`config.mk`:
```
export PLATFORM = sky130hd
export DESIGN_NAME = gray_seq_ctrl_flat
export DESIGN_NICKNAME = d
export VERILOG_FILES = /design/src/rtl/gray_seq_pkg.sv /design/src/rtl/gray_seq_ctrl_if.sv /design/src/rtl/gray_seq_ctrl_gray_encode.sv /design/src/rtl/gray_seq_ctrl.sv /design/src/flat_wrapper.sv
export SDC_FILE = /design/constraint.sdc
export NUM_CORES = 1
export LEC_CHECK = 0
export ABC_CLOCK_PERIOD_IN_PS = 5700
export BUFFER_PORTS_ARGS = -buffer_cell sky130_fd_sc_hd__clkbuf_2
export CORE_UTILIZATION = 41
export CTS_CLUSTER_DIAMETER = 80
export CTS_CLUSTER_SIZE = 14
export DETAILED_ROUTE_END_ITERATION = 10
export GPL_TIMING_DRIVEN = 0
export HOLD_SLACK_MARGIN = 0.02
export SETUP_SLACK_MARGIN = 0.02
export SLEW_MARGIN = 0
export SYNTH_ARGS = -nofsm -noshare
export SYNTH_HDL_FRONTEND = slang
export SYNTH_SLANG_ARGS = --single-unit
```
`constraint.sdc`:
```
create_clock -name clk -period 5.7 [get_ports clk]
set_clock_uncertainty 0.05 [all_clocks]
set_input_delay 0.57 -clock clk [delete_from_list [all_inputs] [get_ports clk]]
set_output_delay 0.57 -clock clk [all_outputs]
set_load 0.02 [all_outputs]
```
`src/rtl/gray_seq_pkg.sv`:
```
// gray_seq_pkg: shared types, direction constants and Gray helper for the Gray sequencer
package gray_seq_pkg;
    localparam int DEF_WIDTH = 4;
    localparam logic DIR_UP = 1'b0;
    localparam logic DIR_DOWN = 1'b1;

    typedef enum logic [1:0] {
        IDLE = 2'd0,
        EMIT = 2'd1,
        DONE = 2'd2
    } state_t;

    function automatic logic [DEF_WIDTH-1:0] bin_to_gray(input logic [DEF_WIDTH-1:0] b);
        return b ^ (b >> 1);
    endfunction
endpackage

```
`src/rtl/gray_seq_ctrl_if.sv`:
```
// gray_seq_ctrl_if: valid/ready stream of Gray codes with the matching binary count
interface gray_seq_ctrl_if
    import gray_seq_pkg::*;
#(
    parameter int WIDTH = DEF_WIDTH
);
    logic             out_valid;
    logic             out_ready;
    logic [WIDTH-1:0] gray_out;
    logic [WIDTH-1:0] bin_out;

    modport master(output out_valid, gray_out, bin_out, input out_ready);
    modport slave(input out_valid, gray_out, bin_out, output out_ready);
endinterface

```
`src/rtl/gray_seq_ctrl_gray_encode.sv`:
```
// gray_encode: combinational binary-to-Gray encoder
module gray_encode
    import gray_seq_pkg::*;
#(
    parameter int WIDTH = DEF_WIDTH
) (
    input  logic [WIDTH-1:0] bin,
    output logic [WIDTH-1:0] gray
);
    assign gray = bin ^ (bin >> 1);
endmodule

```
`src/rtl/gray_seq_ctrl.sv`:
```
// gray_seq_ctrl: up/down, single-shot or wrapping Gray sequencer streaming over valid/ready
module gray_seq_ctrl
    import gray_seq_pkg::*;
#(
    parameter int               WIDTH = DEF_WIDTH,
    parameter logic [WIDTH-1:0] LAST  = WIDTH'(15)
) (
    input  logic              clk,
    input  logic              rst,
    input  logic              start,
    input  logic              stop,
    input  logic              dir,
    input  logic              wrap_en,
    gray_seq_ctrl_if.master   bus,
    output logic              busy,
    output logic              done,
    output logic              wrap
);
    state_t           st, ns;
    logic             dir_q, wrap_q, nwrap, xfer, term, go;
    logic [WIDTH-1:0] cnt, nc, ng, first;

    assign cnt   = bus.bin_out;
    assign xfer  = bus.out_valid && bus.out_ready;
    assign first = (dir_q == DIR_DOWN) ? LAST : '0;
    assign term  = (dir_q == DIR_DOWN) ? (cnt == '0) : (cnt == LAST);
    assign go    = (st == IDLE) && start && !stop;

    // The terminal transfer reloads explicitly so LAST = 2**WIDTH-1 never relies on overflow
    always_comb begin
        ns    = st;
        nc    = cnt;
        nwrap = 1'b0;
        if (go) begin
            ns = EMIT;
            nc = (dir == DIR_DOWN) ? LAST : '0;
        end else if (st == EMIT) begin
            if (xfer) begin
                nc    = term ? (wrap_q ? first : cnt) : ((dir_q == DIR_DOWN) ? cnt - WIDTH'(1) : cnt + WIDTH'(1));
                nwrap = term && wrap_q && !stop;
                ns    = (term && !wrap_q) ? DONE : EMIT;
            end
            if (stop) ns = IDLE;
        end else if (st == DONE) begin
            ns = IDLE;
        end
    end

    gray_encode #(.WIDTH(WIDTH)) u_enc (.bin(nc), .gray(ng));

    always_ff @(posedge clk) begin
        if (rst) begin
            st            <= IDLE;
            bus.bin_out   <= '0;
            bus.gray_out  <= '0;
            bus.out_valid <= 1'b0;
            busy          <= 1'b0;
            done          <= 1'b0;
            wrap          <= 1'b0;
            dir_q         <= 1'b0;
            wrap_q        <= 1'b0;
        end else begin
            st            <= ns;
            bus.bin_out   <= nc;
            bus.gray_out  <= ng;
            bus.out_valid <= ns == EMIT;
            busy          <= ns == EMIT;
            done          <= ns == DONE;
            wrap          <= nwrap;
            if (go) begin
                dir_q  <= dir;
                wrap_q <= wrap_en;
            end
        end
    end
endmodule

```
`src/flat_wrapper.sv`:
```
// flat-port wrapper written by rule: the top's interface ports become plain ports
module gray_seq_ctrl_flat import gray_seq_pkg::*;
#(
    parameter int               WIDTH = DEF_WIDTH,
    parameter logic [WIDTH-1:0] LAST  = WIDTH'(15)
)
  (clk, rst, start, stop, dir, wrap_en, busy, done, wrap, bus_out_valid, bus_gray_out, bus_bin_out, bus_out_ready);
  gray_seq_ctrl_if #(.WIDTH(WIDTH)) bus_i ();
  input  logic clk;
  input  logic rst;
  input  logic start;
  input  logic stop;
  input  logic dir;
  input  logic wrap_en;
  output logic busy;
  output logic done;
  output logic wrap;
  output wire logic [$bits(bus_i.out_valid)-1:0] bus_out_valid;
  output wire logic [$bits(bus_i.gray_out)-1:0] bus_gray_out;
  output wire logic [$bits(bus_i.bin_out)-1:0] bus_bin_out;
  input wire logic [$bits(bus_i.out_ready)-1:0] bus_out_ready;
  assign bus_out_valid = bus_i.out_valid;
  assign bus_gray_out = bus_i.gray_out;
  assign bus_bin_out = bus_i.bin_out;
  assign bus_i.out_ready = bus_out_ready;
  gray_seq_ctrl #(.WIDTH(WIDTH), .LAST(LAST)) u_core (.clk(clk), .rst(rst), .start(start), .stop(stop), .dir(dir), .wrap_en(wrap_en), .bus(bus_i), .busy(busy), .done(done), .wrap(wrap));
endmodule
```
==> impl_metrics.py, run 1 <==
metrics = {
    "pwr": {
        "power_density_mw_per_mm2": 206.6,
        "vdd.ir_drop.worst_uv": 139.5,
        "switchingPower_uw": 54.47,
        "p_leak_nw": 0.3836,
        "clkPwrFrac_pct": 27.8,
        "p_int_uw": 140.4,
        "power_uw": 194.9,
        "seq_power_share_pct": 54.5,
        "switching_share_pct": 27.95,
        "pwr-share-comb_pct": 17.7,
    },
    "synthesis": {
        "netlist_area_um2": 799.5,
        "seq_area_frac_synth_pct": 35.05,
        "synthTopCellsByArea": "dfxtp_1, nor2_1, a21oi_1",
        "synth_top_area_share_pct": 35.05,
        "synth.avg_cell_area_um2": 8.416,
        "yosys_warnings": 0,
        "synth_cells": 95,
        "ys.flop_type": "dfxtp_1",
        "ys_ff_latch": 14,
        "synth_top_area_cell": "dfxtp_1",
        "synth_cell_types": 40,
        "synth.net_count": 105,
        "synth_edf_count": 0,
        "ys_async_sr_fraction_pct": 0,
    },
    "sta": {
        "slew_headroom_pct": 51.96,
        "max_freq_ghz": 0.4076,
        "fin_ws_ns": 3.247,
        "min_period_ns": 2.453,
        "tns_ns": 0,
        "fin_crit_sh_pct": 43.04,
        "finalHoldViolCount": 0,
        "finalMaxSlewViolations": 0,
        "rsz0062_at_grt": "no",
        "tightest_slew_ns": 0.7206,
        "setup_violations": 0,
    },
    "placed_design": {
        "pre_cts_ws_ns": 3.300,
        "place_area_um2": 920.9,
        "globalplace.congestion": 0.8085,
        "dp_hpwl_um": 1328,
        "port_buffers": 18,
    },
    "worst_hold_path": {
        "holdPathStages": 3,
        "hp-start": "wrap_en",
        "hp-class": "in2reg",
        "whs_endpoint": "u_core.wrap_q$_SDFFE_PP0P_",
    },
    "clock_tree": {
        "cts_buffer_depth": 2,
        "htree_levels": 1,
        "cts_root_buffer": "clkbuf_4",
        "post_cts_buffers": 0,
        "clkTransAtPathRegs_ns": 0.08,
        "insertion_delay_ns": 0.27,
        "numCtsBuffers": 3,
        "cts.sink_count": 14,
        "ctsHoldBuffers": 0,
        "cts_tree": "done",
        "cts_resized": 0,
    },
    "die": {
        "initial_utilization_pct": 44.84,
        "die_height_um": 46.16,
        "die_w_um": 46.16,
        "dieArea_mm2": 0.002131,
        "row_count": 15,
        "io_pins": 19,
        "core_mm2": 0.001783,
    },
    "layout": {
        "utilization_pct": 52.91,
        "diodes": 0,
        "fillers": 180,
        "multi_input_area_um2": 469.2,
        "syn2layout_area_growth_pct": 18.00,
        "regArea_um2": 280.3,
        "layout.nets": 128,
        "drive_above_1_share_pct": 25.86,
        "finish.instance_area_um2": 943.4,
    },
    "drt": {
        "vias": 792,
        "ant_nets": 0,
        "drtIter0Drc": 20,
        "viasPerCell": 5.617,
        "drc_errors": 0,
        "wl_per_cell_um": 12.23,
        "routed_wl_um": 1725,
        "drt_pre_antenna_iters": 4,
    },
    "grt": {
        "grt_pass1_vias": 671,
        "grt_overflow": 0,
        "track_usage_pct": 18.62,
        "antenna_found_initial": 0,
        "grt_use_met1_pct": 27.62,
        "grt_use_met2_pct": 27.04,
        "grt_max_degree": 11,
        "grt_pass1_wl_um": 2877,
        "busiest_layer": "met1",
        "grt_util_met3_pct": 2.353,
    },
    "job": {
        "drv_cap": 0,
    },
    "critical_path": {
        "crit_arrival_ns": 2.57,
        "critPathCaptureType": "register",
        "timing.critical_path.from_type": "register",
        "r2r_start": "u_core.dir_q$_SDFFE_PP0P_",
        "crit_type": "reg2reg",
        "cp_top_family": "compound AO/OA/AOI/OAI gates",
        "r2r_cells": 6,
        "path_buf_inv": 1,
        "crit_chain": "buf_4 > or4b_4 > o22a_1 > a222oi_1 > nor2_1 > mux2_2",
        "ff2ff_setup_slack_ns": 3.25,
        "r2r_end": "u_core.bus.gray_out[0]$_SDFF_PP0_",
        "cp_max_fo": 8,
        "crit_required_ns": 5.81,
        "cp_slowest_cell": "a222oi_1",
        "critPathMaxStageDelay_ns": 0.61,
    },
    "status": {
        "status": "completed",
    },
}
==> per-layer routing <==
metal / wire length [um] / share of wire (%)
met5: 0 / 0
met4: 23 / 1.3
met3: 70 / 4.1
met2: 761 / 44
met1: 869 / 50
==> cell type report <==
type	instances	area share (%)
Buffer	5	3.316
Clock buffer	3	2.387
Inverter	5	1.989
Multi-Input combinational cell	71	49.73
Sequential cell	14	29.71
Tap cell	25	3.316
Timing Repair Buffer	18	9.549
==> synth_stat cells, types with 2 or more instances <==
library cell  instances
nor2_1               13
nor3_1                4
o22ai_1               2
ha_1                  2
nor4_1                3
nand4_1               3
nand2_1               6
buf_4                 3
inv_1                 5
o21ai_0               3
dfxtp_1              14
o31ai_1               2
a21oi_1               8
==> metrics by stage <==
step | std cells | hold slack (ns)
after floorplan | 95 | 0.4382
after global placement | 138 | 0.4821
after detailed placement | 138 | 0.4968
after CTS | 141 | 0.4716
after global routing | 141 | 0.4905
final | 141 | 0.4741
==> worst register-to-register path, cell delays in order (launching register included) <==
cell and delay [ns]:
dfxtp_1 0.40, buf_4 0.18, or4b_4 0.50, o22a_1 0.27, a222oi_1 0.61, nor2_1 0.07, mux2_2 0.28
==> flip-flops by register name, summed over array words and instances (netlist names) <==
signal                count
u_core.wrap               1
u_core.dir_q              1
u_core.bus.out_valid      1
u_core.st                 2
u_core.done               1
u_core.bus.bin_out        4
u_core.wrap_q             1
u_core.bus.gray_out       3
==> cell families (layout without fill, tap and decap cells) <==
family	count (synthesis)	count (layout)	synth area share [%]
AND/OR/NAND/NOR	40	40	27.08
AO/OA/AOI/OAI	24	24	21.13
flip-flops	14	14	35.05
buffers and inverters	10	31	6.259
adder cells (fa/ha/maj)	3	3	5.633
XOR/XNOR	2	2	2.191
multiplexers	2	2	2.660
==> how the worst max path moves through the flow <==
stage	start	to	slack [ns]	cells after the start
2_1_floorplan	u_core.dir_q$_SDFFE_PP0P_	u_core.bus.gray_out[0]$_SDFF_PP0_	3.54	6
3_3_place_gp	u_core.dir_q$_SDFFE_PP0P_	u_core.bus.gray_out[0]$_SDFF_PP0_	3.26	6
3_5_place_dp	u_core.dir_q$_SDFFE_PP0P_	u_core.bus.gray_out[0]$_SDFF_PP0_	3.30	6
4_1_cts	u_core.dir_q$_SDFFE_PP0P_	u_core.bus.gray_out[0]$_SDFF_PP0_	3.27	6
5_1_grt	u_core.dir_q$_SDFFE_PP0P_	u_core.bus.gray_out[0]$_SDFF_PP0_	3.17	6
6_report	u_core.dir_q$_SDFFE_PP0P_	u_core.bus.gray_out[0]$_SDFF_PP0_	3.25	6
==> power by group through the flow <==
stage | sequential (mW) | clock (mW) | combinational [mW]
CTS | 0.106 | 0.0553 | 0.0347
finish | 0.106 | 0.0541 | 0.0346
detailed placement | 0.108 | 0 | 0.0345
global placement | 0.108 | 0 | 0.0344
floorplan | 0.111 | 0 | 0.0210
global route | 0.107 | 0.0589 | 0.0384
==> layout by cell type (no fill, tap or decap), types with 2 or more instances in the layout <==
cell / count
dfxtp_1: 14
inv_1: 5
ha_1: 2
nand2_1: 6
a21oi_1: 8
o22ai_1: 2
nor4_1: 3
o31ai_1: 2
nand4_1: 3
o21ai_0: 3
nor3_1: 4
clkbuf_4: 3
buf_4: 3
clkbuf_2: 18
nor2_1: 13
Power figures use the tool's default switching activity.
==> inputs of run 2 (changes only) <==
- ABC_AREA: not set -> 1
- ABC_CLOCK_PERIOD_IN_PS: 5700 -> 2000
- PLACE_DENSITY: not set -> 0.66
- clock period: 5.7 -> 2 ns (I/O delays scaled with it)
==> impl_metrics.py, run 2 <==
metrics = {
    "status": {
        "status": "completed",
    },
    "synthesis": {
        "netlist_area_um2": 835.8,
        "synth_common_cells": "nand2_1, inv_1, dfxtp_1, nor2_1, a21oi_1",
        "ys_ff_latch": 14,
        "synth_cells": 123,
        "synth.net_count": 133,
        "synth_edf_count": 0,
        "ys_async_sr_fraction_pct": 0,
        "synth_top_area_cell": "dfxtp_1",
        "seq_area_frac_synth_pct": 33.53,
        "synth_top_area_share_pct": 33.53,
        "synth_cell_types": 25,
        "synth.avg_cell_area_um2": 6.795,
        "synth.most_common_cell": "nand2_1",
        "synthTopCellsByArea": "dfxtp_1, nand2_1, inv_1",
        "yosys_warnings": 0,
        "ys.flop_type": "dfxtp_1",
    },
    "sta": {
        "fin_crit_sh_pct": 86.61,
        "max_freq_ghz": 0.5773,
        "rsz0062_at_grt": "no",
        "hold_slack_ns": 0.1113,
        "tightest_slew_ns": 0.2719,
        "setup_violations": 0,
        "tns_ns": 0,
        "finalMaxSlewViolations": 0,
        "finalHoldViolCount": 0,
        "slew_headroom_pct": 81.85,
        "min_period_ns": 1.732,
    },
    "clock_tree": {
        "cts_root_buffer": "clkbuf_4",
        "numCtsBuffers": 3,
        "cts_buffer_depth": 2,
        "clkTransAtPathRegs_ns": 0.08,
        "cts_resized": 0,
        "cts.sink_count": 14,
        "cts_tree": "done",
        "insertion_delay_ns": 0.27,
        "htree_levels": 1,
        "ctsHoldBuffers": 0,
        "post_cts_buffers": 0,
    },
    "die": {
        "core_mm2": 0.001821,
        "die_w_um": 47.15,
        "die_height_um": 47.15,
        "io_pins": 19,
        "dieArea_mm2": 0.002223,
        "initial_utilization_pct": 45.91,
        "row_count": 15,
    },
    "pwr": {
        "p_leak_nw": 0.5228,
        "power_density_mw_per_mm2": 629.9,
        "p_int_uw": 422.8,
        "power_uw": 617.1,
        "vdd.ir_drop.worst_uv": 464.3,
        "seq_power_share_pct": 50.8,
        "pwr-share-comb_pct": 24.5,
        "switching_share_pct": 31.49,
        "switchingPower_uw": 194.4,
        "clkPwrFrac_pct": 24.8,
    },
    "layout": {
        "regMostFlops": "u_core.bus.bin_out",
        "layout_common_cells": "nand2_1, inv_1, clkbuf_2",
        "diodes": 0,
        "syn2layout_area_growth_pct": 17.22,
        "layout.nets": 156,
        "fillers": 204,
        "multi_input_area_um2": 457.9,
        "utilization_pct": 53.81,
        "regArea_um2": 280.3,
        "drive_above_1_share_pct": 27.08,
        "largest_reg_flops": 4,
        "layout_commonest_cell": "nand2_1",
        "reg_top3": "u_core.bus.bin_out x4, u_core.bus.gray_out x3, u_core.st x2",
    },
    "critical_path": {
        "timing.critical_path.from_type": "register",
        "crit_arrival_ns": 1.85,
        "ff2ff_setup_slack_ns": 0.27,
        "crit_required_ns": 2.12,
        "crit_type": "reg2reg",
        "critPathCaptureType": "register",
        "cp_max_fo": 6,
    },
    "drt": {
        "vias": 770,
        "drt_pre_antenna_iters": 4,
        "wl_per_cell_um": 9.686,
        "ant_nets": 0,
        "drtIter0Drc": 13,
        "drc_errors": 0,
        "routed_wl_um": 1637,
        "viasPerCell": 4.556,
    },
    "grt": {
        "grt_max_degree": 8,
        "grt_pass1_vias": 720,
        "antenna_found_initial": 0,
        "track_usage_pct": 18.95,
        "grt_pass1_wl_um": 2863,
        "grt_overflow": 0,
    },
    "placed_design": {
        "dp_hpwl_um": 1351,
        "globalplace.congestion": 0.8095,
        "port_buffers": 18,
    },
    "job": {
        "drv_cap": 0,
    },
    "worst_hold_path": {
        "hp-class": "in2reg",
    },
}
run 2: changes by cell type in the layout (fill, tap and decap cells not counted), moves of 3 or more:
cell	change
nor3_1	-3
nor2_2	+4
a21oi_1	+3
nor4_1	-3
nand3_1	+8
nand2_1	+24
inv_1	+14
nand2_2	+3
inv_2	+3
run 2: worst paths after layout:
check / endpoint / cells past startpoint / from
min: u_core.wrap_q$_SDFFE_PP0P_ / 3 / wrap_en
max reg2reg: u_core.bus.gray_out[2]$_SDFF_PP0_ / 9 / u_core.dir_q$_SDFFE_PP0P_
min reg2reg: u_core.st[1]$_SDFF_PP0_ / 2 / u_core.st[0]$_SDFF_PP0_
max: u_core.bus.gray_out[2]$_SDFF_PP0_ / 9 / u_core.dir_q$_SDFFE_PP0P_
run 2: critical path, cell delays in order, from the launching register on:
cell	delay (ns)
dfxtp_1	0.48
ha_1	0.33
a21oi_1	0.21
nand2_1	0.07
nand2_1	0.07
nand3_1	0.08
nand2_1	0.10
nand2_1	0.08
a21oi_1	0.13
nor2_1	0.05
run 2: cells by family after synthesis:
logic type	count (synthesis)	share of synthesized area, %
XOR/XNOR	2	2.096
AO/OA/AOI/OAI	14	8.831
adder cells (fa/ha/maj)	3	5.389
AND/OR/NAND/NOR	66	38.47
flip-flops	14	33.53
buffers and inverters	24	11.68
run 2: metal layers:
layer | up-vias | routed length, um | global-route usage [%]
met1 | 326 | 807 | 23.94
met5 | - | 0 | 0
met3 | 4 | 51 | 2.308
met2 | 15 | 737 | 31.39
li1 | 425 | - | -
met4 | 0 | 39 | 10.29
run 2: area by class of cell:
type | count | share of cell area [%]
multi-input cells | 85 | 46.74
inverters | 22 | 8.429
flip-flops and latches | 14 | 28.61
repair buffers | 18 | 9.195
well taps | 25 | 3.193
plain buffers | 2 | 1.533
clock buffers | 3 | 2.299
run 2: power by group through the flow:
stage	logic (mW)	clock network, mW	registers (mW)
after CTS	0.153	0.159	0.314
after floorplan	0.0966	0	0.333
after global placement	0.150	0	0.320
final	0.151	0.153	0.313
after detailed placement	0.151	0	0.320
after global routing	0.173	0.168	0.316
run 2: metrics by stage:
| stage | instance area [um2] | std cells | setup slack (ns) |
|---|---|---|---|
| after floorplan | 835.8 | 123 | 0.3728 |
| after global placement | 957.2 | 166 | 0.3087 |
| after detailed placement | 957.2 | 166 | 0.2721 |
| after CTS | 979.7 | 169 | 0.2499 |
| after global routing | 979.7 | 169 | 0.09884 |
| final | 979.7 | 169 | 0.2678 |
==> inputs of run 3 (changes only) <==
- CORE_MARGIN: not set -> 10
==> impl_metrics.py, run 3 (same netlist as run 2, synthesis figures left out) <==
metrics = {
    "layout": {
        "layout_common_cells": "nand2_1, inv_1, clkbuf_2",
        "regMostFlops": "u_core.bus.bin_out",
        "diodes": 0,
        "drive_above_1_share_pct": 27.59,
        "syn2layout_area_growth_pct": 19.16,
        "largest_reg_flops": 4,
        "layout_commonest_cell": "nand2_1",
        "reg_top3": "u_core.bus.bin_out x4, u_core.bus.gray_out x3, u_core.st x2",
        "layout.nets": 156,
    },
    "sta": {
        "finalHoldViolCount": 0,
        "tns_ns": 0,
        "min_period_ns": 1.705,
        "rsz0062_at_grt": "no",
        "finalMaxSlewViolations": 0,
        "fin_crit_sh_pct": 85.25,
        "max_freq_ghz": 0.5865,
        "setup_violations": 0,
        "slew_headroom_pct": 81.78,
        "tightest_slew_ns": 0.2724,
    },
    "clock_tree": {
        "post_cts_buffers": 0,
        "insertion_delay_ns": 0.29,
        "numCtsBuffers": 3,
        "htree_levels": 1,
        "cts_resized": 0,
        "cts_tree": "done",
        "cts.sink_count": 14,
        "cts_root_buffer": "clkbuf_4",
        "clkTransAtPathRegs_ns": 0.08,
        "ctsHoldBuffers": 0,
        "cts_buffer_depth": 2,
    },
    "die": {
        "io_pins": 19,
        "die_height_um": 65.15,
        "initial_utilization_pct": 43.04,
        "dieArea_mm2": 0.004245,
        "row_count": 16,
        "die_w_um": 65.15,
        "core_mm2": 0.001942,
    },
    "placed_design": {
        "dp_hpwl_um": 1531,
        "globalplace.congestion": 0.8119,
        "port_buffers": 18,
    },
    "drt": {
        "routed_wl_um": 1851,
        "wl_per_cell_um": 10.76,
        "drt_pre_antenna_iters": 4,
        "drtIter0Drc": 23,
        "drc_errors": 0,
        "vias": 791,
        "ant_nets": 0,
        "viasPerCell": 4.599,
    },
    "grt": {
        "grt_max_degree": 9,
        "grt_overflow": 0,
        "grt_pass1_vias": 799,
        "antenna_found_initial": 0,
        "track_usage_pct": 9.820,
        "grt_pass1_wl_um": 3387,
    },
    "pwr": {
        "power_uw": 670.2,
        "vdd.ir_drop.worst_uv": 401.7,
        "power_density_mw_per_mm2": 673.0,
        "p_leak_nw": 0.5300,
    },
    "critical_path": {
        "crit_required_ns": 2.17,
        "critPathCaptureType": "register",
        "timing.critical_path.from_type": "register",
        "crit_arrival_ns": 1.87,
        "crit_type": "reg2reg",
        "cp_max_fo": 6,
    },
    "job": {
        "drv_cap": 0,
    },
    "worst_hold_path": {
        "hp-class": "in2reg",
    },
    "status": {
        "status": "completed",
    },
}
[run 3: changes by cell type in the layout (fill, tap and decap cells not counted)]
cell	change
clkbuf_8	+1
[run 3: worst max-delay path, cell delays in order, from the launching register on]
cell and delay (ns):
dfxtp_1 0.47, fa_1 0.46, nand3b_1 0.17, nand2_1 0.07, nand2_1 0.06, nand2_2 0.10
inv_2 0.04, nand2_1 0.05, nand2_1 0.05, nor2_1 0.12
[run 3: layout make-up]
| type | instances | area, um2 |
|---|---|---|
| Fill cell | 213 | 945.9 |
| Multi-Input combinational cell | 85 | 457.9 |
| Sequential cell | 14 | 280.3 |
| Timing Repair Buffer | 18 | 90.09 |
| Inverter | 22 | 82.58 |
| Clock buffer | 4 | 36.28 |
| Tap cell | 27 | 33.78 |
| Buffer | 2 | 15.01 |
[run 3: per-stage QoR]
| stage | util [%] | setup WS [ns] | std cells | cell area (um2) | hold WS [ns] |
|---|---|---|---|---|---|
| after floorplan | - | 0.3728 | 123 | 835.8 | 0.2191 |
| after global placement | 49.42 | 0.3281 | 168 | 959.7 | 0.3941 |
| after detailed placement | 49.42 | 0.3096 | 168 | 959.7 | 0.4032 |
| after CTS | 51.29 | 0.2881 | 172 | 996.0 | 0.09690 |
| after global routing | 51.29 | 0.08440 | 172 | 996.0 | 0.1094 |
| final | 51.29 | 0.2949 | 172 | 996.0 | 0.09540 |
[run 3: layer usage]
layer,wire [um],vias to the layer above,track usage (%)
met2,850,14,15.64
met5,0,-,0
met3,131,5,3.390
li1,-,427,-
met4,46,0,6.417
met1,822,345,10.92
[run 3: report_power, final]
part / leakage (nW) / switching, mW / internal [mW]
sequential: 0.115 / 0.0180 / 0.295
clock: 0.0210 / 0.0929 / 0.111
combinational: 0.394 / 0.0954 / 0.0576
[run 3: final timing paths]
kind	start	end	slack (ns)	depth (start not counted)
worst min-delay path	wrap_en	u_core.wrap_q$_SDFFE_PP0P_	0.1	3
worst max-delay path	u_core.dir_q$_SDFFE_PP0P_	u_core.bus.gray_out[0]$_SDFF_PP0_	0.29	9
worst max register to register	u_core.dir_q$_SDFFE_PP0P_	u_core.bus.gray_out[0]$_SDFF_PP0_	0.29	9
worst min register to register	u_core.st[0]$_SDFF_PP0_	u_core.st[1]$_SDFF_PP0_	0.51	2
